--- src/rtl/dtc_pkg.sv ---
// Shared types for the dtc_* classifier family: class code width, bin count,
// and the vote-stage FSM states.
package dtc_pkg;

  localparam int DTC_CLS_W   = 3;
  localparam int DTC_NUM_CLS = 8;

  typedef logic [DTC_CLS_W-1:0] dtc_cls_t;

  typedef enum logic [1:0] {
    ACCUM = 2'd0,
    SCAN  = 2'd1,
    EMIT  = 2'd2
  } dtc_vote_state_e;

endpackage

--- src/rtl/dtc_vote_hist.sv ---
// Per-class sample counter bank: one increment port, a bulk clear, and a
// combinational read-by-index port used by the argmax scan.
module dtc_vote_hist
  import dtc_pkg::*;
#(
  parameter int NUM_CLS = DTC_NUM_CLS,
  parameter int CLS_W   = DTC_CLS_W,
  parameter int CNT_W   = 4
) (
  input  logic             clk,
  input  logic             rst,
  input  logic             inc_i,
  input  logic [CLS_W-1:0] inc_idx_i,
  input  logic             clr_i,
  input  logic [CLS_W-1:0] rd_idx_i,
  output logic [CNT_W-1:0] rd_cnt_o
);

  logic [NUM_CLS-1:0][CNT_W-1:0] bin_q;

  // Clear and increment never coincide: clear happens only in EMIT.
  always_ff @(posedge clk or posedge rst) begin
    if (rst) begin
      bin_q <= '0;
    end else begin
      for (int i = 0; i < NUM_CLS; i++) begin
        if (clr_i)
          bin_q[i] <= '0;
        else if (inc_i && (inc_idx_i == CLS_W'(i)))
          bin_q[i] <= bin_q[i] + CNT_W'(1);
      end
    end
  end

  assign rd_cnt_o = bin_q[rd_idx_i];

endmodule

--- src/rtl/dtc_class_vote.sv ---
// Windowed majority vote over classifier labels: histogram, sequential argmax
// scan, valid/ready result. DTC_VOTE_MARGIN_EN adds the out_margin port.
module dtc_class_vote
  import dtc_pkg::*;
#(
  parameter int WINDOW  = 8,
  parameter int CLS_W   = DTC_CLS_W,
  parameter int NUM_CLS = DTC_NUM_CLS,
  localparam int CNT_W  = $clog2(WINDOW + 1)
) (
  input  logic             clk,
  input  logic             rst,
  input  logic             in_valid,
  output logic             in_ready,
  input  logic [CLS_W-1:0] in_class,
  input  logic             in_flush,
  output logic             out_valid,
  input  logic             out_ready,
  output logic [CLS_W-1:0] out_class,
  output logic [CNT_W-1:0] out_n
`ifdef DTC_VOTE_MARGIN_EN
  ,
  output logic [CNT_W-1:0] out_margin
`endif
);

  localparam logic [CLS_W-1:0] LAST_IDX = CLS_W'(NUM_CLS - 1);
  localparam logic [CNT_W-1:0] WIN_CNT  = CNT_W'(WINDOW);

  dtc_vote_state_e  state_q, state_d;
  logic [CNT_W-1:0] cnt_q, cnt_d;
  logic [CLS_W-1:0] idx_q, idx_d;
  logic [CNT_W-1:0] best_cnt_q, best_cnt_d;
  logic [CLS_W-1:0] best_cls_q, best_cls_d;
  logic             out_valid_q, out_valid_d;
  logic [CLS_W-1:0] out_class_q, out_class_d;
  logic [CNT_W-1:0] out_n_q, out_n_d;
`ifdef DTC_VOTE_MARGIN_EN
  logic [CNT_W-1:0] second_q, second_d;
  logic [CNT_W-1:0] out_margin_q, out_margin_d;
`endif

  logic             hist_inc;
  logic             hist_clr;
  logic [CNT_W-1:0] rd_cnt;

  dtc_vote_hist #(
    .NUM_CLS (NUM_CLS),
    .CLS_W   (CLS_W),
    .CNT_W   (CNT_W)
  ) u_hist (
    .clk       (clk),
    .rst       (rst),
    .inc_i     (hist_inc),
    .inc_idx_i (in_class),
    .clr_i     (hist_clr),
    .rd_idx_i  (idx_q),
    .rd_cnt_o  (rd_cnt)
  );

  always_ff @(posedge clk or posedge rst) begin
    if (rst) begin
      state_q     <= ACCUM;
      cnt_q       <= '0;
      idx_q       <= '0;
      best_cnt_q  <= '0;
      best_cls_q  <= '0;
      out_valid_q <= 1'b0;
      out_class_q <= '0;
      out_n_q     <= '0;
`ifdef DTC_VOTE_MARGIN_EN
      second_q     <= '0;
      out_margin_q <= '0;
`endif
    end else begin
      state_q     <= state_d;
      cnt_q       <= cnt_d;
      idx_q       <= idx_d;
      best_cnt_q  <= best_cnt_d;
      best_cls_q  <= best_cls_d;
      out_valid_q <= out_valid_d;
      out_class_q <= out_class_d;
      out_n_q     <= out_n_d;
`ifdef DTC_VOTE_MARGIN_EN
      second_q     <= second_d;
      out_margin_q <= out_margin_d;
`endif
    end
  end

  always_comb begin
    state_d     = state_q;
    cnt_d       = cnt_q;
    idx_d       = idx_q;
    best_cnt_d  = best_cnt_q;
    best_cls_d  = best_cls_q;
    out_valid_d = out_valid_q;
    out_class_d = out_class_q;
    out_n_d     = out_n_q;
`ifdef DTC_VOTE_MARGIN_EN
    second_d     = second_q;
    out_margin_d = out_margin_q;
`endif
    in_ready = 1'b0;
    hist_inc = 1'b0;
    hist_clr = 1'b0;

    unique case (state_q)
      ACCUM: begin
        in_ready = 1'b1;
        if (in_valid) begin
          hist_inc = 1'b1;
          cnt_d    = cnt_q + CNT_W'(1);
        end
        // cnt_d already counts a same-cycle accept, so flush+accept on an
        // empty window still closes it with one sample.
        if ((in_valid && (cnt_d == WIN_CNT)) || (in_flush && (cnt_d != '0))) begin
          state_d = SCAN;
          idx_d   = '0;
        end
      end

      SCAN: begin
        idx_d = idx_q + CLS_W'(1);
        if (idx_q == '0) begin
          best_cnt_d = rd_cnt;
          best_cls_d = '0;
`ifdef DTC_VOTE_MARGIN_EN
          second_d   = '0;
`endif
        end else begin
`ifdef DTC_VOTE_MARGIN_EN
          if (rd_cnt > best_cnt_q)
            second_d = best_cnt_q;
          else if (rd_cnt > second_q)
            second_d = rd_cnt;
`endif
          // Strict compare keeps the lowest class on ties.
          if (rd_cnt > best_cnt_q) begin
            best_cnt_d = rd_cnt;
            best_cls_d = idx_q;
          end
        end
        if (idx_q == LAST_IDX) begin
          idx_d       = '0;
          state_d     = EMIT;
          out_valid_d = 1'b1;
          out_class_d = best_cls_d;
          out_n_d     = cnt_q;
`ifdef DTC_VOTE_MARGIN_EN
          out_margin_d = best_cnt_d - second_d;
`endif
        end
      end

      EMIT: begin
        if (out_ready) begin
          out_valid_d = 1'b0;
          hist_clr    = 1'b1;
          cnt_d       = '0;
          state_d     = ACCUM;
        end
      end

      default: state_d = ACCUM;
    endcase
  end

  assign out_valid = out_valid_q;
  assign out_class = out_class_q;
  assign out_n     = out_n_q;
`ifdef DTC_VOTE_MARGIN_EN
  assign out_margin = out_margin_q;
`endif

endmodule

--- config.mk ---
export PLATFORM = sky130hd
export DESIGN_NAME = dtc_class_vote
export DESIGN_NICKNAME = d
export VERILOG_FILES = /design/src/rtl/dtc_pkg.sv /design/src/rtl/dtc_vote_hist.sv /design/src/rtl/dtc_class_vote.sv
export SDC_FILE = /design/constraint.sdc
export NUM_CORES = 1
export LEC_CHECK = 0
export CORE_MARGIN = 2
export CORE_UTILIZATION = 30
export DETAILED_ROUTE_END_ITERATION = 8
export PLACE_DENSITY = 0.53
export SKIP_CTS_REPAIR_TIMING = 1
export SLEW_MARGIN = 5
export SYNTH_ARGS = -nofsm -noshare
export SYNTH_HDL_FRONTEND = slang
export SYNTH_SLANG_ARGS = --single-unit
--- constraint.sdc ---
create_clock -name clk -period 5.7 [get_ports clk]
set_input_delay 1.14 -clock clk [delete_from_list [all_inputs] [get_ports clk]]
set_output_delay 1.14 -clock clk [all_outputs]
set_load 0.005 [all_outputs]
==> flow_summary.rst <==
.. list-table::
   :header-rows: 1

   * - Metric
     - Value
   * - Run status
     - completed
   * - Cell count of the worst reg-to-reg path
     - 8
   * - Worst hold path depth
     - 2
   * - Slew margin rel.
     - 0.520
   * - Largest net degree at the start of global routing
     - 57
   * - DIE AREA
     - 10,700 sq um
   * - Total wire length
     - 5.45 mm
   * - Die Span Y
     - 103 microns
   * - DRC violation count after routing
     - 0
   * - Placed standard-cell area
     - 3260 sq um
   * - Max_cap viols
     - 0
   * - Initial Utilization
     - 0.305
   * - Clock Sinks
     - 56
   * - Startpoint-to-endpoint class of the critical path
     - flop to flop
   * - Share of post-route cells with drive strength above 1
     - 0.129
   * - Worst EP arrival
     - 3480 ps
   * - Count of vias placed by the detailed router
     - 1,904
   * - Crit path required time
     - 5900 ps
   * - Flops & latches, synth
     - 56
   * - CORE AREA
     - 9680 sq um
   * - Count of distinct cell types in the synthesized netlist
     - 40
   * - Setup-violating endpoint count in the final report
     - 0
   * - Shortest period the worst path allows
     - 3280 ps
   * - Met1 GRT Util
     - 0.165
   * - Post-Synthesis Cells
     - 260
   * - Cell at the root of the clock tree
     - sky130_fd_sc_hd__clkbuf_8
   * - RSZ-0062 raised after global routing
     - false
   * - Final worst hold slack
     - 486 ps
   * - Boundary Pins
     - 17
   * - Routability congestion estimate
     - 0.751
   * - Power per unit of standard cell area
     - 485 nW/um^2
   * - Max Fanout on Critical Path
     - 13
   * - Synthesized netlist net count
     - 284
   * - Wirelength per Cell
     - 13.3 microns
   * - Predominant post-synthesis flop cell
     - sky130_fd_sc_hd__dfrtp_1
   * - Worst vdd ir
     - 236 uV
   * - Hold Vio Cnt, Final
     - 0
   * - EDFF count, synth
     - 0
   * - IO Port Bufs
     - 16
   * - Sequential-to-total area share from yosys stat
     - 0.474
   * - P&R area growth vs syn
     - 14.2%
   * - Highest achievable clock rate
     - 305 MHz
   * - ANT nets after route
     - 0
   * - Worst hold-check path type
     - flop to flop
   * - Width of the die
     - 103 microns
   * - GRT Total Usage
     - 0.116
   * - Largest buffer count on any clock path
     - 2
   * - Clock latency on the worst-skew pair
     - 320 ps
   * - Pin slew with the least headroom to its limit
     - 720 ps
   * - Static leakage
     - 1.52 nW
   * - Number of core rows
     - 36
   * - Synth Area per Inst
     - 11.4 sq um
   * - TritonRoute pass-1 iters
     - 4
   * - YS warnings
     - 0
   * - Number of antenna violations at the first check in global routing
     - 0
   * - Fillers
     - 974
   * - Depth of the CTS H-tree
     - 2
   * - Global Route met2 Usage
     - 0.175
   * - Ant diodes
     - 0
   * - Total count of max-transition violations in the final report
     - 0
   * - Overflow left after global routing
     - 0
   * - Number of CTS-inserted buffers
     - 5
   * - Number of DRC markers after the initial detailed-route iteration
     - 69
   * - Crit. End Element
     - flop
   * - Post-synthesis cell area
     - 2960 sq um
   * - Final cycle utilization of the critical path
     - 0.575
   * - Via density per instance
     - 4.63
   * - Half-perimeter wire length of the detailed placement result
     - 3.95 mm
   * - Count of nets after finishing
     - 301
   * - Reg clk slew, reported paths
     - 110 ps
   * - Final Util
     - 0.349
   * - Via count of the first global-routing pass
     - 1,873
   * - CTS tree
     - yes
   * - Non-Filler Cell Area, Final
     - 3380 sq um
   * - GR Util met3
     - 0.0228
   * - Proportion of register bits with asynchronous set or reset after synthesis
     - 1.00
   * - Setup Total Neg Slack
     - 0 ps
   * - Global-route wire length before repair
     - 9.49 mm
   * - Nature of the critical path startpoint
     - flop
   * - Global route hottest layer
     - met2
   * - Setup skew after layout
     - 13.6 ps
[power by group]
part | internal [mW] | switching (mW) | leakage (nW)
combinational | 0.367 | 0.301 | 0.720
clock | 0.144 | 0.135 | 0.0614
sequential | 0.528 | 0.164 | 0.739
[final cells by class]
class / count / area [sq um] / area share
Timing Repair Buffer: 18 / 175 / 0.0519
Tap cell: 133 / 166 / 0.0493
Inverter: 10 / 37.5 / 0.0111
Sequential cell: 56 / 1400 / 0.415
Clock buffer: 6 / 82.6 / 0.0245
Multi-Input combinational cell: 186 / 1480 / 0.437
Clock inverter: 2 / 38.8 / 0.0115
[kinds of logic (layout without fill, tap and decap cells)]
| kind of cell | Yosys count | after routing | share of synthesized area |
|---|---|---|---|
| xor gates and xnor gates | 26 | 26 | 0.0770 |
| and+or+nand+nor | 88 | 88 | 0.153 |
| muxes | 31 | 31 | 0.143 |
| adders and majority gates | 16 | 16 | 0.0677 |
| DFF | 56 | 56 | 0.474 |
| buffers and inverters | 18 | 36 | 0.0271 |
| AOI/OAI and AO/OA | 25 | 25 | 0.0580 |
[synthesized netlist by cell type (all sizes together), types with 2 or more instances]
| library cell | count | area share |
|---|---|---|
| o21ai | 8 | 0.014 |
| nor2b | 2 | 0.0042 |
| o31ai | 2 | 0.0051 |
| mux2 | 11 | 0.042 |
| inv | 10 | 0.013 |
| a31oi | 2 | 0.0042 |
| a21oi | 2 | 0.0034 |
| a32o | 3 | 0.010 |
| mux2i | 12 | 0.041 |
| a2bb2oi | 2 | 0.0059 |
| mux4 | 8 | 0.061 |
| nand2 | 19 | 0.024 |
| nor2 | 41 | 0.060 |
| buf | 3 | 0.0080 |
| ha | 16 | 0.068 |
| a21o | 2 | 0.0051 |
| nand2b | 6 | 0.013 |
| clkbuf | 5 | 0.0063 |
| dfrtp | 56 | 0.47 |
| xor2 | 18 | 0.053 |
| nor3 | 3 | 0.011 |
| xnor2 | 8 | 0.024 |
| a22o | 2 | 0.0059 |
| nand4 | 10 | 0.021 |
[cells in the final DEF (no fill, tap or decap), drive strengths merged, types with 3 or more instances in the layout]
cell	count
mux2	11
mux2i	12
xor2	18
o21ai	8
nand4	10
clkbuf	6
mux4	8
a32o	3
nand2	19
inv	10
clkdlybuf4s50	16
xnor2	8
nor2	41
nor3	3
dfrtp	56
ha	16
nand2b	6
[sequential cells by signal, summed over array words and instances, names as in the netlist]
signal        cells
out_valid         1
best_cnt_q        4
cnt_q             4
out_n             4
u_hist.bin_q     32
best_cls_q        3
state_q           2
out_class         3
idx_q             3
[critical path, stage by stage, from the launching register on]
cell	delay, ps
sky130_fd_sc_hd__dfrtp_1	710
sky130_fd_sc_hd__mux4_2	570
sky130_fd_sc_hd__mux2_2	290
sky130_fd_sc_hd__ha_1	300
sky130_fd_sc_hd__o21ai_0	160
sky130_fd_sc_hd__a21oi_1	60
sky130_fd_sc_hd__o21ai_1	380
sky130_fd_sc_hd__a21o_1	320
sky130_fd_sc_hd__mux2_2	360
[metrics by stage]
step / instances / worst slack (ps) / total power [mW]
floorplan: 260 / 2830 / 1.19
global placement: 403 / 2510 / 1.36
detailed placement: 403 / 2410 / 1.38
CTS: 411 / 2390 / 1.67
global route: 411 / 2210 / 1.79
finish: 411 / 2420 / 1.64
[worst paths after layout]
path | endpoint | startpoint | slack, ps
min in group asynchronous | cnt_q[1]$_DFFE_PP0P_ | rst | 1320
setup / recovery | best_cnt_q[1]$_DFFE_PP0P_ | idx_q[1]$_DFFE_PP0P_ | 2420
setup reg to reg | best_cnt_q[1]$_DFFE_PP0P_ | idx_q[1]$_DFFE_PP0P_ | 2420
hold reg to reg | out_class[2]$_DFFE_PP0P_ | out_class[2]$_DFFE_PP0P_ | 490
hold / removal | out_class[2]$_DFFE_PP0P_ | out_class[2]$_DFFE_PP0P_ | 490
max in group asynchronous | best_cls_q[0]$_DFFE_PP0P_ | rst | 3880
[per-layer routing]
layer | wire [microns] | share of wire
met2 | 2440 | 0.45
met4 | 94 | 0.017
met5 | 0 | 0
met1 | 2760 | 0.51
met3 | 158 | 0.029
(Power assumes the default switching activity.)
==> edit 1, RTL diff (config.mk and constraints unchanged) <==
Build with the macro `DTC_VOTE_MARGIN_EN` defined.
--- a/src/rtl/dtc_class_vote.sv
+++ b/src/rtl/dtc_class_vote.sv
@@ -2,2 +2,4 @@
 // scan, valid/ready result. DTC_VOTE_MARGIN_EN adds the out_margin port.
+`define DTC_VOTE_MARGIN_EN
+
 module dtc_class_vote
Formal check against the unedited RTL (old outputs only; new: out_margin): equivalent (equiv_simple and equiv_induct, registers matched by name and starting in step).
==> edit 1 against the unedited design <==
  * Wire length is 39% higher
  * Sequential power is 11% higher
  * Non-clock buffer count is 4 higher
  * Worst setup slack worse by 1.1 ns
  * Utilization is 1.2 points higher
  * Maximum frequency is 25% lower
  * Final area is 28% higher
  * Sequential share of layout area is 4.4 points lower
  * Global-route usage is 1.3 points higher
  * Sequential cell count is 8 higher
  * Area after synthesis is 23% higher
  * Clock power is 110% higher
  * Total power is 55% higher
  * Critical endpoint is now out_margin[3]$_DFFE_PP0P_
  * Largest cell class unchanged
  * Highest routed layer unchanged
==> edit 1: results (changes against the unedited design) <==
* Status: finished, final reports clean
* Total iterations of the first detailed-routing run at 4 (unchanged)
* Count of cell types in the netlist at 49 (+23%)
* Worst-path maximum fanout at 11 (-2)
* Leakage at 0.00197 uW (+29%)
* Met2 wire len at 3.39 mm (+39%)
* Port bufs at 20 (+4)
* Nets@finish at 405 (+35%)
* Largest net degree at the start of global routing at 65 (+14%)
* GRT Total Usage at 0.129 (+0.0129)
* Synthesized net count at 385 (+36%)
* Worst path slowest cell: dfrtp_1
* Post-DR wirelength/cell at 14.5 um (+9.3%)
* Max FFs per register at 32 (unchanged)
* Register area share after synthesis at 0.439 (-0.0349)
* Placed cell count at 509 (+26%)
* Reg-to-reg startpoint: idx_q[0]$_DFFE_PP0P_
* Met1 WL at 3.83 mm (+39%)
* Largest cells by area after synthesis: dfrtp_1 (44%), ha_1 (7.9%), mux4_1 (5.8%)
* Setup Slack @ Placement at 1.32 ns (-1.09 ns)
* Crit path largest cell delay at 0.62 ns (-0.09 ns)
* CTS Buf Count at 9 (+4)
* Non-Filler Instances at 524 (+27%)
* CTS HTree Levels at 3 (+1)
* Met3 WL post-DR at 271 um (+72%)
* Worst hold path class: reg2reg
* WP data arrival at 4.59 ns (+1.11 ns)
* Via count of the first global-routing pass at 2520 (+35%)
* Sink Count at 64 (+14%)
* 1st-iter DRT viols at 117 (+70%)
* Vias at 2593 (+36%)
* Slew headroom at 0.434 (-0.0861)
* Final Skew at 0.00634 ns (-0.00724 ns)
* HP Start: out_margin[2]$_DFFE_PP0P_
* Clk Tree Root Cell: clkbuf_16
* Most flops, register: u_hist.bin_q
* Worst-path clk slew at 0.05 ns (-0.06 ns)
* First-pass GRT wire length at 13.1 mm (+38%)
* Commonest cells in the synthesized netlist: dfrtp_1 (64), nor2_1 (45), nand2_1 (34), ha_1 (23), o21ai_0 (23)
* Share of cells above drive strength 1 at 0.0981 (-0.0314)
* FILL cells at 1179 (+21%)
* Placer Congestion at 0.796 (+5.9%)
* Synth Instances at 353 (+36%)
* Peak VDD IR at 217 uV (-7.9%)
* Post-DP HPWL at 5.35 mm (+35%)
* DR top layer: met4
-- edit 1: changes by cell type after synthesis, sizes merged, moves of 3 or more --
cell	delta
nand2	+16
o21ai	+16
a21oi	+15
dfrtp	+8
ha	+7
inv	+6
mux2i	-6
clkbuf	+5
nor2	+5
a211oi	+3
a22o	+3
a32o	-3
o31ai	+3
-- edit 1: where the power goes --
part	switching (uW)	internal, uW
clock network	190	403
logic	612	558
registers	169	600
-- edit 1: critical path, delay by kind of cell, from the launching register on --
kind	cells	cell delay, ns
and+or+nand+nor	3	0.42
adders and majority gates	2	0.61
AOI/OAI and AO/OA	6	1.67
muxes	2	0.94
DFF	1	0.62
-- edit 1: per-stage QoR --
step	util	area, sq um	hold slack, ns
6_report	0.360	4310	0.475
5_1_grt	0.360	4310	0.508
4_1_cts	0.360	4310	0.482
3_5_place_dp	0.334	3990	0.471
3_3_place_gp	0.334	3990	0.462
2_1_floorplan	-	3650	0.450
-- edit 1: path summary, 6_finish.rpt --
kind / end / slack [ns] / depth (start not counted)
setup / recovery: out_margin[3]$_DFFE_PP0P_ / 1.32 / 13
hold / removal: out_margin[2]$_DFFE_PP0P_ / 0.48 / 2
setup reg to reg: out_margin[3]$_DFFE_PP0P_ / 1.32 / 13
hold reg to reg: out_margin[2]$_DFFE_PP0P_ / 0.48 / 2
max in group asynchronous: u_hist.bin_q[0]$_DFFE_PP0P_ / 3.75 / 3
min in group asynchronous: u_hist.bin_q[24]$_DFFE_PP0P_ / 1.37 / 3
-- edit 1: layout make-up --
cell class	instances	area [sq um]	area share
well taps	147	184	0.0427
flip-flops and latches	64	1600	0.371
multi-input cells	260	1930	0.447
clock inverters	3	65.1	0.0151
inverters	16	60.1	0.0139
repair buffers	22	215	0.0499
clock buffers	12	256	0.0595
-- edit 1: layer usage --
layer / up-vias / track usage
met5: - / 0
met4: 0 / 0.0439
met3: 11 / 0.0360
met2: 38 / 0.194
met1: 1249 / 0.179
li1: 1295 / -
-- edit 1: cell families (layout without fill, tap and decap cells) --
group / count (synthesis) / after routing / share of synthesized area
xor+xnor: 25 / 25 / 0.0600
mux: 27 / 27 / 0.115
simple gates: 115 / 115 / 0.149
fa+ha+maj: 24 / 24 / 0.0844
buf+inv: 29 / 53 / 0.0326
compound gates: 69 / 69 / 0.120
flops: 64 / 64 / 0.439
==> edit 2, RTL diff (same settings) <==
Without the edit above. The 3 states of `dtc_vote_state_e` get a one-hot encoding in 3 bits.
--- a/src/rtl/dtc_pkg.sv
+++ b/src/rtl/dtc_pkg.sv
@@ -9,6 +9,6 @@
 
-  typedef enum logic [1:0] {
-    ACCUM = 2'd0,
-    SCAN  = 2'd1,
-    EMIT  = 2'd2
+  typedef enum logic [2:0] {
+    ACCUM = 3'b001,
+    SCAN  = 3'b010,
+    EMIT  = 3'b100
   } dtc_vote_state_e;
Check against the original RTL: same outputs for any inputs over 10 cycles, from zero or initial values and one cycle with rst high; not proved beyond that.
==> edit 2 against the unedited design <==
  * Total power up 1.2%
  * Critical path type unchanged
  * Largest cell class unchanged
  * Wire length grew 6.3%
  * Sequential cell count increased by 1
  * Synthesized cell count is 2.7% higher
  * Die area increased by 4.8%
  * Area after synthesis increased by 5.0%
  * Clock power grew 34%
  * Critical path depth stayed put
  * Worst setup slack worse by 0.0090 ns
  * Maximum frequency down 0.27%
  * Final area grew 6.2%
==> edit 2: results (changes against the unedited design) <==
* Post-DR wirelength/cell at 13.5 um (+2.1%)
* Design area at 0.00358 sq mm (+6.2%)
* Register area share after synthesis at 0.460 (-0.0141)
* Setup Slack @ Placement at 2.15 ns (-0.258 ns)
* Synth Instances at 267 (+2.7%)
* Placer Congestion at 0.737 (-1.9%)
* Min Hold Slack at 0.480 ns (-0.00592 ns)
* Placed cell count at 412 (+2.2%)
* CTS HTree Levels at 3 (+1)
* Largest cells by area after synthesis: dfrtp_1 (45%), ha_1 (6.4%), xor2_1 (4.5%)
* Commonest cells in the synthesized netlist: dfrtp_1 (56), nor2_1 (35), nand2_1 (19), ha_1 (16), xor2_1 (16)
* Status: finished, final reports clean
* Leakage at 0.00156 uW (+2.7%)
* Post-synthesis mux area share at 0.141 (-0.00239)
* Post-DP HPWL at 3.95 mm (about the same)
* Worst-path clk slew at 0.07 ns (-0.04 ns)
* Largest net degree at the start of global routing at 58 (+1.8%)
* Area after DPL at 0.00339 sq mm (+4.1%)
* Slew headroom at 0.468 (-0.0520)
* Crit path largest cell delay at 0.69 ns (-0.02 ns)
* Synthesized net count at 291 (+2.5%)
* 1st-iter DRT viols at 106 (+54%)
* FF-to-FF setup slack at 2.41 ns (about the same)
* Via count of the first global-routing pass at 2028 (+8.3%)
* Via/cell ratio at 4.76 (+2.8%)
* Skew-Pair Late Insertion Delay at 0.34 ns (+0.02 ns)
* Post-Synth XOR/XNOR Area at 0.0705 (-0.00648)
* Worst-path maximum fanout at 12 (-1)
* Count of cell types in the netlist at 44 (+10%)
==> edit 2: worst register-to-register path, stage by stage, from the launching register on <==
cell and delay [ns]:
dfrtp_1 0.69, mux4_2 0.60, mux2_2 0.29, ha_1 0.28, o21ai_0 0.15, a21oi_1 0.06, o21ai_1 0.41, a21o_1 0.32
mux2_2 0.36
==> edit 2: area by class of cell <==
| class | count | area (sq um) |
|---|---|---|
| flip-flops and latches | 57 | 1430 |
| well taps | 136 | 170 |
| repair buffers | 18 | 175 |
| clock inverters | 6 | 57.6 |
| inverters | 10 | 37.5 |
| clock buffers | 10 | 138 |
| fillers | 1019 | 6600 |
| multi-input cells | 191 | 1580 |
==> edit 2: where the power goes <==
group | internal (uW) | switching [uW] | leakage [uW]
Clock | 210 | 164 | 0.000102
Combinational | 296 | 280 | 0.000713
Sequential | 534 | 174 | 0.000746
Total | 1040 | 619 | 0.00156
==> edit 2: per-layer routing <==
layer	GRT usage	wire (um)
met1	0.156	2880
met5	0	0
met2	0.175	2600
met3	0.0266	183
met4	0.0648	132
